==> config.mk <==
export PLATFORM = sky130hd
export DESIGN_NAME = processador_multiciclo_flat
export DESIGN_NICKNAME = d
export VERILOG_FILES = /design/src/rtl/processador_multiciclo_if.sv /design/src/rtl/processador_multiciclo.sv /design/src/flat_wrapper.sv
export SDC_FILE = /design/constraint.sdc
export NUM_CORES = 2
export LEC_CHECK = 0
export CORE_MARGIN = 10
export CORE_UTILIZATION = 25
export CTS_BUF_LIST = sky130_fd_sc_hd__clkbuf_4
export CTS_CLUSTER_DIAMETER = 60
export DETAILED_ROUTE_END_ITERATION = 6
export DONT_BUFFER_PORTS = 1
export GPL_TIMING_DRIVEN = 0
export SETUP_SLACK_MARGIN = 0.5
export SYNTH_ARGS = -nofsm -noshare
export SYNTH_HDL_FRONTEND = slang
export SYNTH_SLANG_ARGS = --single-unit
==> constraint.sdc <==
create_clock -name clk -period 90.7 [get_ports clk]
set_input_delay 13.605 -clock clk [delete_from_list [all_inputs] [get_ports clk]]
set_output_delay 13.605 -clock clk [all_outputs]
set_load 0.01 [all_outputs]
==> src/rtl/processador_multiciclo_if.sv <==
// Shared instruction/data memory port of processador_multiciclo.
// The core drives the request side (master); the memory answers with data and ready (slave).
interface processador_multiciclo_if #(
  parameter int ADDR_W = 16
);
  logic [ADDR_W-1:0] mem_addr;
  logic              mem_re;
  logic              mem_we;
  logic [31:0]       mem_wdata;
  logic [31:0]       mem_rdata;
  logic              mem_ready;

  modport master (
    output mem_addr, mem_re, mem_we, mem_wdata,
    input  mem_rdata, mem_ready
  );

  modport slave (
    input  mem_addr, mem_re, mem_we, mem_wdata,
    output mem_rdata, mem_ready
  );
endinterface

==> src/rtl/processador_multiciclo.sv <==
// Multi-cycle MIPS-subset core with one shared memory port and an internal register bank.
// All architectural state advances only on clock edges where en=1 (display stepping tick).
module processador_multiciclo #(
  parameter int              ADDR_W     = 16,
  parameter logic [ADDR_W-1:0] PC_INICIAL = '0,
  parameter logic [5:0]      OP_HALT    = 6'h3F
) (
  input  logic                      clk,
  input  logic                      reset,
  input  logic                      en,
  processador_multiciclo_if.master  mem,
  output logic [ADDR_W-1:0]         pc_atual,
  output logic [31:0]               alu_resultado,
  output logic [2:0]                estado,
  output logic [31:0]               instr_count,
  output logic                      parado
);
  typedef enum logic [2:0] {
    BUSCA  = 3'd0,
    DECOD  = 3'd1,
    EXEC   = 3'd2,
    MEM    = 3'd3,
    WB     = 3'd4,
    PARADO = 3'd5
  } estado_t;

  localparam logic [5:0] OP_R    = 6'h00;
  localparam logic [5:0] OP_J    = 6'h02;
  localparam logic [5:0] OP_BEQ  = 6'h04;
  localparam logic [5:0] OP_ADDI = 6'h08;
  localparam logic [5:0] OP_LW   = 6'h23;
  localparam logic [5:0] OP_SW   = 6'h2B;

  estado_t           estado_r, estado_nxt_s;
  logic [ADDR_W-1:0] pc_r, pc_nxt_s, target_r;
  logic [31:0]       ir_r, a_r, b_r, mdr_r, alu_r, count_r;
  logic [31:0]       regs_r [32];

  logic              pc_we_s, ir_we_s, ab_we_s, alu_we_s, mdr_we_s, rf_we_s, retire_s;
  logic [4:0]        rf_waddr_s;
  logic [31:0]       rf_wdata_s;
  logic [31:0]       alu_s;
  logic              funct_ok_s;

  logic [5:0]        op_s, funct_s;
  logic [4:0]        rs_s, rt_s, rd_s;
  logic [31:0]       imm_s, pc4_s, branch_s;
  logic [ADDR_W-1:0] pc4_pc_s, jump_pc_s;

  assign op_s      = ir_r[31:26];
  assign rs_s      = ir_r[25:21];
  assign rt_s      = ir_r[20:16];
  assign rd_s      = ir_r[15:11];
  assign funct_s   = ir_r[5:0];
  assign imm_s     = {{16{ir_r[15]}}, ir_r[15:0]};
  assign pc4_s     = 32'(pc_r) + 32'd4;
  assign branch_s  = pc4_s + {imm_s[29:0], 2'b00};
  assign pc4_pc_s  = ADDR_W'(pc4_s);
  assign jump_pc_s = ADDR_W'({pc4_s[31:28], ir_r[25:0], 2'b00});

  // ALU: operands were latched in DECOD; funct_ok_s flags a supported R-type funct
  always_comb begin
    alu_s      = 32'd0;
    funct_ok_s = 1'b0;
    if (op_s == OP_R) begin
      funct_ok_s = 1'b1;
      case (funct_s)
        6'h20:   alu_s = a_r + b_r;
        6'h22:   alu_s = a_r - b_r;
        6'h24:   alu_s = a_r & b_r;
        6'h25:   alu_s = a_r | b_r;
        6'h2A:   alu_s = ($signed(a_r) < $signed(b_r)) ? 32'd1 : 32'd0;
        default: funct_ok_s = 1'b0;
      endcase
    end else if (op_s == OP_BEQ) begin
      alu_s = a_r - b_r;
    end else begin
      alu_s = a_r + imm_s;
    end
  end

  // Next-state and datapath control decode
  always_comb begin
    estado_nxt_s = estado_r;
    pc_we_s      = 1'b0;
    pc_nxt_s     = pc_r;
    ir_we_s      = 1'b0;
    ab_we_s      = 1'b0;
    alu_we_s     = 1'b0;
    mdr_we_s     = 1'b0;
    rf_we_s      = 1'b0;
    rf_waddr_s   = 5'd0;
    rf_wdata_s   = 32'd0;
    retire_s     = 1'b0;
    case (estado_r)
      BUSCA: begin
        if (mem.mem_ready) begin
          ir_we_s      = 1'b1;
          estado_nxt_s = DECOD;
        end else begin
          estado_nxt_s = BUSCA;
        end
      end
      DECOD: begin
        ab_we_s = 1'b1;
        if (op_s == OP_HALT) begin
          retire_s     = 1'b1;
          estado_nxt_s = PARADO;
        end else begin
          case (op_s)
            OP_J: begin
              pc_we_s      = 1'b1;
              pc_nxt_s     = jump_pc_s;
              retire_s     = 1'b1;
              estado_nxt_s = BUSCA;
            end
            OP_R, OP_ADDI, OP_LW, OP_SW, OP_BEQ: estado_nxt_s = EXEC;
            default: begin
              pc_we_s      = 1'b1;
              pc_nxt_s     = pc4_pc_s;
              retire_s     = 1'b1;
              estado_nxt_s = BUSCA;
            end
          endcase
        end
      end
      EXEC: begin
        case (op_s)
          OP_BEQ: begin
            alu_we_s     = 1'b1;
            pc_we_s      = 1'b1;
            pc_nxt_s     = (alu_s == 32'd0) ? target_r : pc4_pc_s;
            retire_s     = 1'b1;
            estado_nxt_s = BUSCA;
          end
          OP_LW, OP_SW: begin
            alu_we_s     = 1'b1;
            estado_nxt_s = MEM;
          end
          OP_R: begin
            alu_we_s     = funct_ok_s;
            estado_nxt_s = WB;
          end
          default: begin
            alu_we_s     = 1'b1;
            estado_nxt_s = WB;
          end
        endcase
      end
      MEM: begin
        if (mem.mem_ready) begin
          if (op_s == OP_SW) begin
            pc_we_s      = 1'b1;
            pc_nxt_s     = pc4_pc_s;
            retire_s     = 1'b1;
            estado_nxt_s = BUSCA;
          end else begin
            mdr_we_s     = 1'b1;
            estado_nxt_s = WB;
          end
        end else begin
          estado_nxt_s = MEM;
        end
      end
      WB: begin
        pc_we_s      = 1'b1;
        pc_nxt_s     = pc4_pc_s;
        retire_s     = 1'b1;
        estado_nxt_s = BUSCA;
        case (op_s)
          OP_R: begin
            rf_we_s    = funct_ok_s;
            rf_waddr_s = rd_s;
            rf_wdata_s = alu_r;
          end
          OP_ADDI: begin
            rf_we_s    = 1'b1;
            rf_waddr_s = rt_s;
            rf_wdata_s = alu_r;
          end
          OP_LW: begin
            rf_we_s    = 1'b1;
            rf_waddr_s = rt_s;
            rf_wdata_s = mdr_r;
          end
          default: rf_we_s = 1'b0;
        endcase
      end
      PARADO:  estado_nxt_s = PARADO;
      default: estado_nxt_s = BUSCA;
    endcase
  end

  // FSM state register
  always_ff @(posedge clk or posedge reset) begin
    if (reset) begin
      estado_r <= BUSCA;
    end else if (en) begin
      estado_r <= estado_nxt_s;
    end
  end

  // PC, instruction, operand, result and retire-counter registers
  always_ff @(posedge clk or posedge reset) begin
    if (reset) begin
      pc_r     <= PC_INICIAL;
      ir_r     <= 32'd0;
      a_r      <= 32'd0;
      b_r      <= 32'd0;
      target_r <= '0;
      mdr_r    <= 32'd0;
      alu_r    <= 32'd0;
      count_r  <= 32'd0;
    end else if (en) begin
      if (pc_we_s)  pc_r  <= pc_nxt_s;
      if (ir_we_s)  ir_r  <= mem.mem_rdata;
      if (ab_we_s) begin
        a_r      <= regs_r[rs_s];
        b_r      <= regs_r[rt_s];
        target_r <= ADDR_W'(branch_s);
      end
      if (alu_we_s) alu_r   <= alu_s;
      if (mdr_we_s) mdr_r   <= mem.mem_rdata;
      if (retire_s) count_r <= count_r + 32'd1;
    end
  end

  // Register bank; $0 is never written so it always reads zero
  always_ff @(posedge clk or posedge reset) begin
    if (reset) begin
      for (int i = 0; i < 32; i++) regs_r[i] <= 32'd0;
    end else if (en && rf_we_s && (rf_waddr_s != 5'd0)) begin
      regs_r[rf_waddr_s] <= rf_wdata_s;
    end
  end

  assign mem.mem_re    = !reset && ((estado_r == BUSCA) || ((estado_r == MEM) && (op_s == OP_LW)));
  assign mem.mem_we    = !reset && (estado_r == MEM) && (op_s == OP_SW);
  assign mem.mem_addr  = (estado_r == MEM) ? alu_r[ADDR_W-1:0] : pc_r;
  assign mem.mem_wdata = b_r;

  assign pc_atual      = pc_r;
  assign alu_resultado = alu_r;
  assign estado        = estado_r;
  assign instr_count   = count_r;
  assign parado        = (estado_r == PARADO);
endmodule
==> src/flat_wrapper.sv <==
// flat-port wrapper written by rule: the top's interface ports become plain ports
module processador_multiciclo_flat 
#(
  parameter int              ADDR_W     = 16,
  parameter logic [ADDR_W-1:0] PC_INICIAL = '0,
  parameter logic [5:0]      OP_HALT    = 6'h3F
)
  (clk, reset, en, pc_atual, alu_resultado, estado, instr_count, parado, mem_mem_addr, mem_mem_re, mem_mem_we, mem_mem_wdata, mem_mem_rdata, mem_mem_ready);
  processador_multiciclo_if #(.ADDR_W(ADDR_W)) mem_i ();
  input  logic clk;
  input  logic reset;
  input  logic en;
  output logic [ADDR_W-1:0] pc_atual;
  output logic [31:0] alu_resultado;
  output logic [2:0] estado;
  output logic [31:0] instr_count;
  output logic parado;
  output wire logic [$bits(mem_i.mem_addr)-1:0] mem_mem_addr;
  output wire logic [$bits(mem_i.mem_re)-1:0] mem_mem_re;
  output wire logic [$bits(mem_i.mem_we)-1:0] mem_mem_we;
  output wire logic [$bits(mem_i.mem_wdata)-1:0] mem_mem_wdata;
  input wire logic [$bits(mem_i.mem_rdata)-1:0] mem_mem_rdata;
  input wire logic [$bits(mem_i.mem_ready)-1:0] mem_mem_ready;
  assign mem_mem_addr = mem_i.mem_addr;
  assign mem_mem_re = mem_i.mem_re;
  assign mem_mem_we = mem_i.mem_we;
  assign mem_mem_wdata = mem_i.mem_wdata;
  assign mem_i.mem_rdata = mem_mem_rdata;
  assign mem_i.mem_ready = mem_mem_ready;
  processador_multiciclo #(.ADDR_W(ADDR_W), .PC_INICIAL(PC_INICIAL), .OP_HALT(OP_HALT)) u_core (.clk(clk), .reset(reset), .en(en), .mem(mem_i), .pc_atual(pc_atual), .alu_resultado(alu_resultado), .estado(estado), .instr_count(instr_count), .parado(parado));
endmodule
==> key figures <==
Run status
  – Failing checks: design-rule violations
  – Outcome: finished, violations left

Synthesis
  – Synth warnings: 0
  – Post-Syn Area: 69600 um2
  – Syn Area/Cell: about 11 um2
  – #FFs+latches synth: 1251
  – Register area share after synthesis: 0.450
  – FFs w/ async S/R, synth: 1.00
  – Dominant synthesized flop cell: dfrtp_1
  – EDFF count, synth: 0
  – Count leader, synth: nand2_1
  – Syn_nets: 6621
  – Cells after synthesis: 6439
  – Top-area cell type share of the netlist area: 0.450
  – Netlist cell types: 89
  – Top cells by area, synth: dfrtp_1 45%, mux4_2 21%, o21ai_0 8.5%
  – Post-synth top area cell: dfrtp_1
  – Commonest cells in the netlist: 1354 x nand2_1, 1251 x dfrtp_1, 1187 x o21ai_0

Power and ir drop
  – Switch Pwr: between 0.0006 and 0.0007 W
  – Cell Int Power: between 0.001 and 0.0015 W
  – Leakage power: approximately 32 nW
  – Net Sw Frac: 0.392
  – Combinational share of power: 0.335
  – Pwr dens: 21.7 nW/um2
  – Max VDD drop: approximately 0.016 mV
  – Sequential share of power: 0.369
  – Clock power share: 0.296

CTS
  – H-Tree Depth: 5
  – Worst-Skew Late Latency: ~1.4 ns
  – Clk Tree Root Cell: clkbuf_4
  – Setup bufs post-CTS: 0
  – CTS sink cnt: between 1000 and 1500
  – Clk pin slew, worst setup/hold paths: 0.06 ns
  – Hold_buf cts: 0
  – CTS tree: built
  – Total CTS buffers: 350
  – Clock Tree Buf Depth: 4
  – Resized cells post-CTS: 0

Critical path
  – Crit path max fanout: 3
  – Critical Path Source Type: input pin
  – CP Buf/Inv Count: 0
  – Worst setup EP type: primary output
  – Critical-path cell list: nor3_1
  – Data arrival time of the critical path: 14.00 ns
  – CP required: approximately 77 ns
  – CP Class: in2out
  – CP max stage delay: 0.39 ns
  – CP max-delay cell: nor3_1
  – Crit-path leading delay family: simple AND/OR/NAND/NOR gates

Drt
  – Vias: a little under 60000
  – Average wire per standard cell: around 25 um
  – DR pass1 iterations: 7
  – Initial DRC count: between 6000 and 7000
  – DRC: 1
  – Routed WL: 271000 um
  – DRT antenna net count: 0
  – Via density per instance: around 5.4

GRT
  – Antenna violations before repair: 27
  – Largest net degree at the start of global routing: 135
  – GRT overflow: 0
  – First-pass GRT wire length: roughly 400000 um
  – Vias in the first global route: 57993
  – GRT Overall Usage: 0.173

Place
  – Post-placement cell count: between 10000 and 15000
  – Dpl hpwl: around 210000 um
  – Gp weighted congestion: 0.985
  – Port Buffers: 0
  – Placement Cell Area: 74500 um2

Floorplanning
  – Core area: 277000 um2
  – Die height: 547 um
  – Starting Density: 0.251
  – I/O pin cnt: 170
  – Rows: 193
  – DIE AREA: ~300000 um2
  – Die Span X: ~550 um

STA
  – Setup_tns: 0 ns
  – Final setup vio count: 0
  – Min Tclk post-route: between 20 and 30 ns
  – Final hold violations: 0
  – Slew HR: 0.0143
  – Hold slack final: about 0.47 ns
  – Fmax achieved: approximately 36 MHz
  – Final Slew Violations: 0
  – Tcrit/Tclk final: 0.304
  – Worst-margin pin slew: between 1 and 1.5 ns
  – Clock skew: 0.186 ns
  – Unrepaired setup endpoints after global routing: no

Finish
  – Layout cells sized above 1: 0.186
  – Final Net Count: approximately 7000
  – Post-route insts no fill: approximately 11000
  – Syn-to-layout area delta: 13.2%
  – Cell area after layout: slightly below 80000 um2
  – Final Util: 0.284

Worst hold path
  – Hold Path Class: reg2reg

Run
  – Max_cap viols: 0
[cells by family (layout without fill, tap and decap cells)]
logic type                 count (synthesis)  count (layout)  share of synthesized area
and+or+nand+nor                         1744            1744                      0.103
AOI/OAI and AO/OA                       1669            1669                      0.135
adders and majority gates                146             146                     0.0267
muxes                                    800             800                      0.232
other                                      0              29                          0
DFF                                     1251            1251                      0.450
xor gates and xnor gates                 116             116                     0.0146
buffers and inverters                    713            1307                     0.0392
[power by group through the flow]
stage                     Clock (W)  Sequential (W)  Combinational [W]
final                      0.000507        0.000630           0.000573
after global routing       0.000545        0.000631           0.000600
after CTS                  0.000513        0.000629           0.000564
after detailed placement          0        0.000639           0.000563
after global placement            0        0.000640           0.000556
after floorplan                   0        0.000616           0.000383
[sequential cells by signal, summed over array words and instances, names as in the netlist]
| name | flops |
|---|---|
| u_core.target_r | 16 |
| u_core.alu_resultado | 32 |
| u_core.instr_count | 32 |
| u_core.pc_atual | 16 |
| u_core.mem.mem_wdata | 32 |
| u_core.mdr_r | 32 |
| u_core.ir_r | 32 |
| u_core.a_r | 32 |
| u_core.regs_r | 1024 |
| u_core.estado | 3 |
[stage by stage]
| step | setup slack [ns] | total power (W) |
|---|---|---|
| 4_1_cts | 63.07 | 0.00171 |
| 2_1_floorplan | 41.84 | 0.000998 |
| 6_report | 63.10 | 0.00171 |
| 3_3_place_gp | 29.33 | 0.00120 |
| 5_1_grt | 63.05 | 0.00178 |
| 3_5_place_dp | 63.07 | 0.00120 |
[layout make-up]
cell class	instances	area, um2
antenna	29	72.6
tap	3705	4640
clock buffer	508	3810
fill	28924	198000
timing repair buffer	11	270
sequential	1251	31300
clock inverter	75	317
inverter	117	447
buffer	596	2300
multi-input combinational	4475	35500
[cell usage in the layout, fill, tap and decap left out, types with 21 or more instances in the layout]
cell type / instances
nand4_1: 31
xor2_1: 29
nor3_1: 42
mux2_2: 77
clkbuf_1: 518
nor2_1: 141
dfrtp_1: 1251
clkinv_1: 60
o21a_1: 23
diode_2: 29
mux2i_1: 83
a21oi_1: 159
nand3_1: 45
a221oi_1: 26
inv_1: 115
a22o_1: 35
mux4_2: 640
xnor2_1: 87
o21ai_0: 1187
o211ai_1: 23
nand2_1: 1354
o31ai_1: 21
a21o_1: 31
a211oi_1: 21
clkbuf_4: 509
ha_1: 142
buf_1: 51
[worst paths after layout]
| check | slack (ns) | from | to | cells after the start |
|---|---|---|---|---|
| worst max-delay path | 63.10 | reset | mem_mem_re | 1 |
| worst min-delay path | 0.47 | u_core.target_r[0]$_DFFE_PP0P_ | u_core.target_r[0]$_DFFE_PP0P_ | 2 |
| worst max register to register | 84.25 | u_core.ir_r[28]$_DFFE_PP0P_ | u_core.regs_r[759]$_DFFE_PP0P_ | 13 |
| worst min register to register | 0.47 | u_core.target_r[0]$_DFFE_PP0P_ | u_core.target_r[0]$_DFFE_PP0P_ | 2 |
| max in group asynchronous | 75.90 | reset | u_core.regs_r[659]$_DFFE_PP0P_ | 4 |
| min in group asynchronous | 12.31 | reset | u_core.estado[0]$_DFFE_PP0P_ | 1 |
[per-layer routing]
metal | wire (um) | GRT usage | vias up
met3 | 32000 | 0.0614 | 639
met5 | 262 | 0.00332 | -
met4 | 10900 | 0.0697 | 22
met1 | 106000 | 0.221 | 29670
li1 | - | - | 24316
met2 | 122000 | 0.267 | 3385
Power figures use the tool's default switching activity.
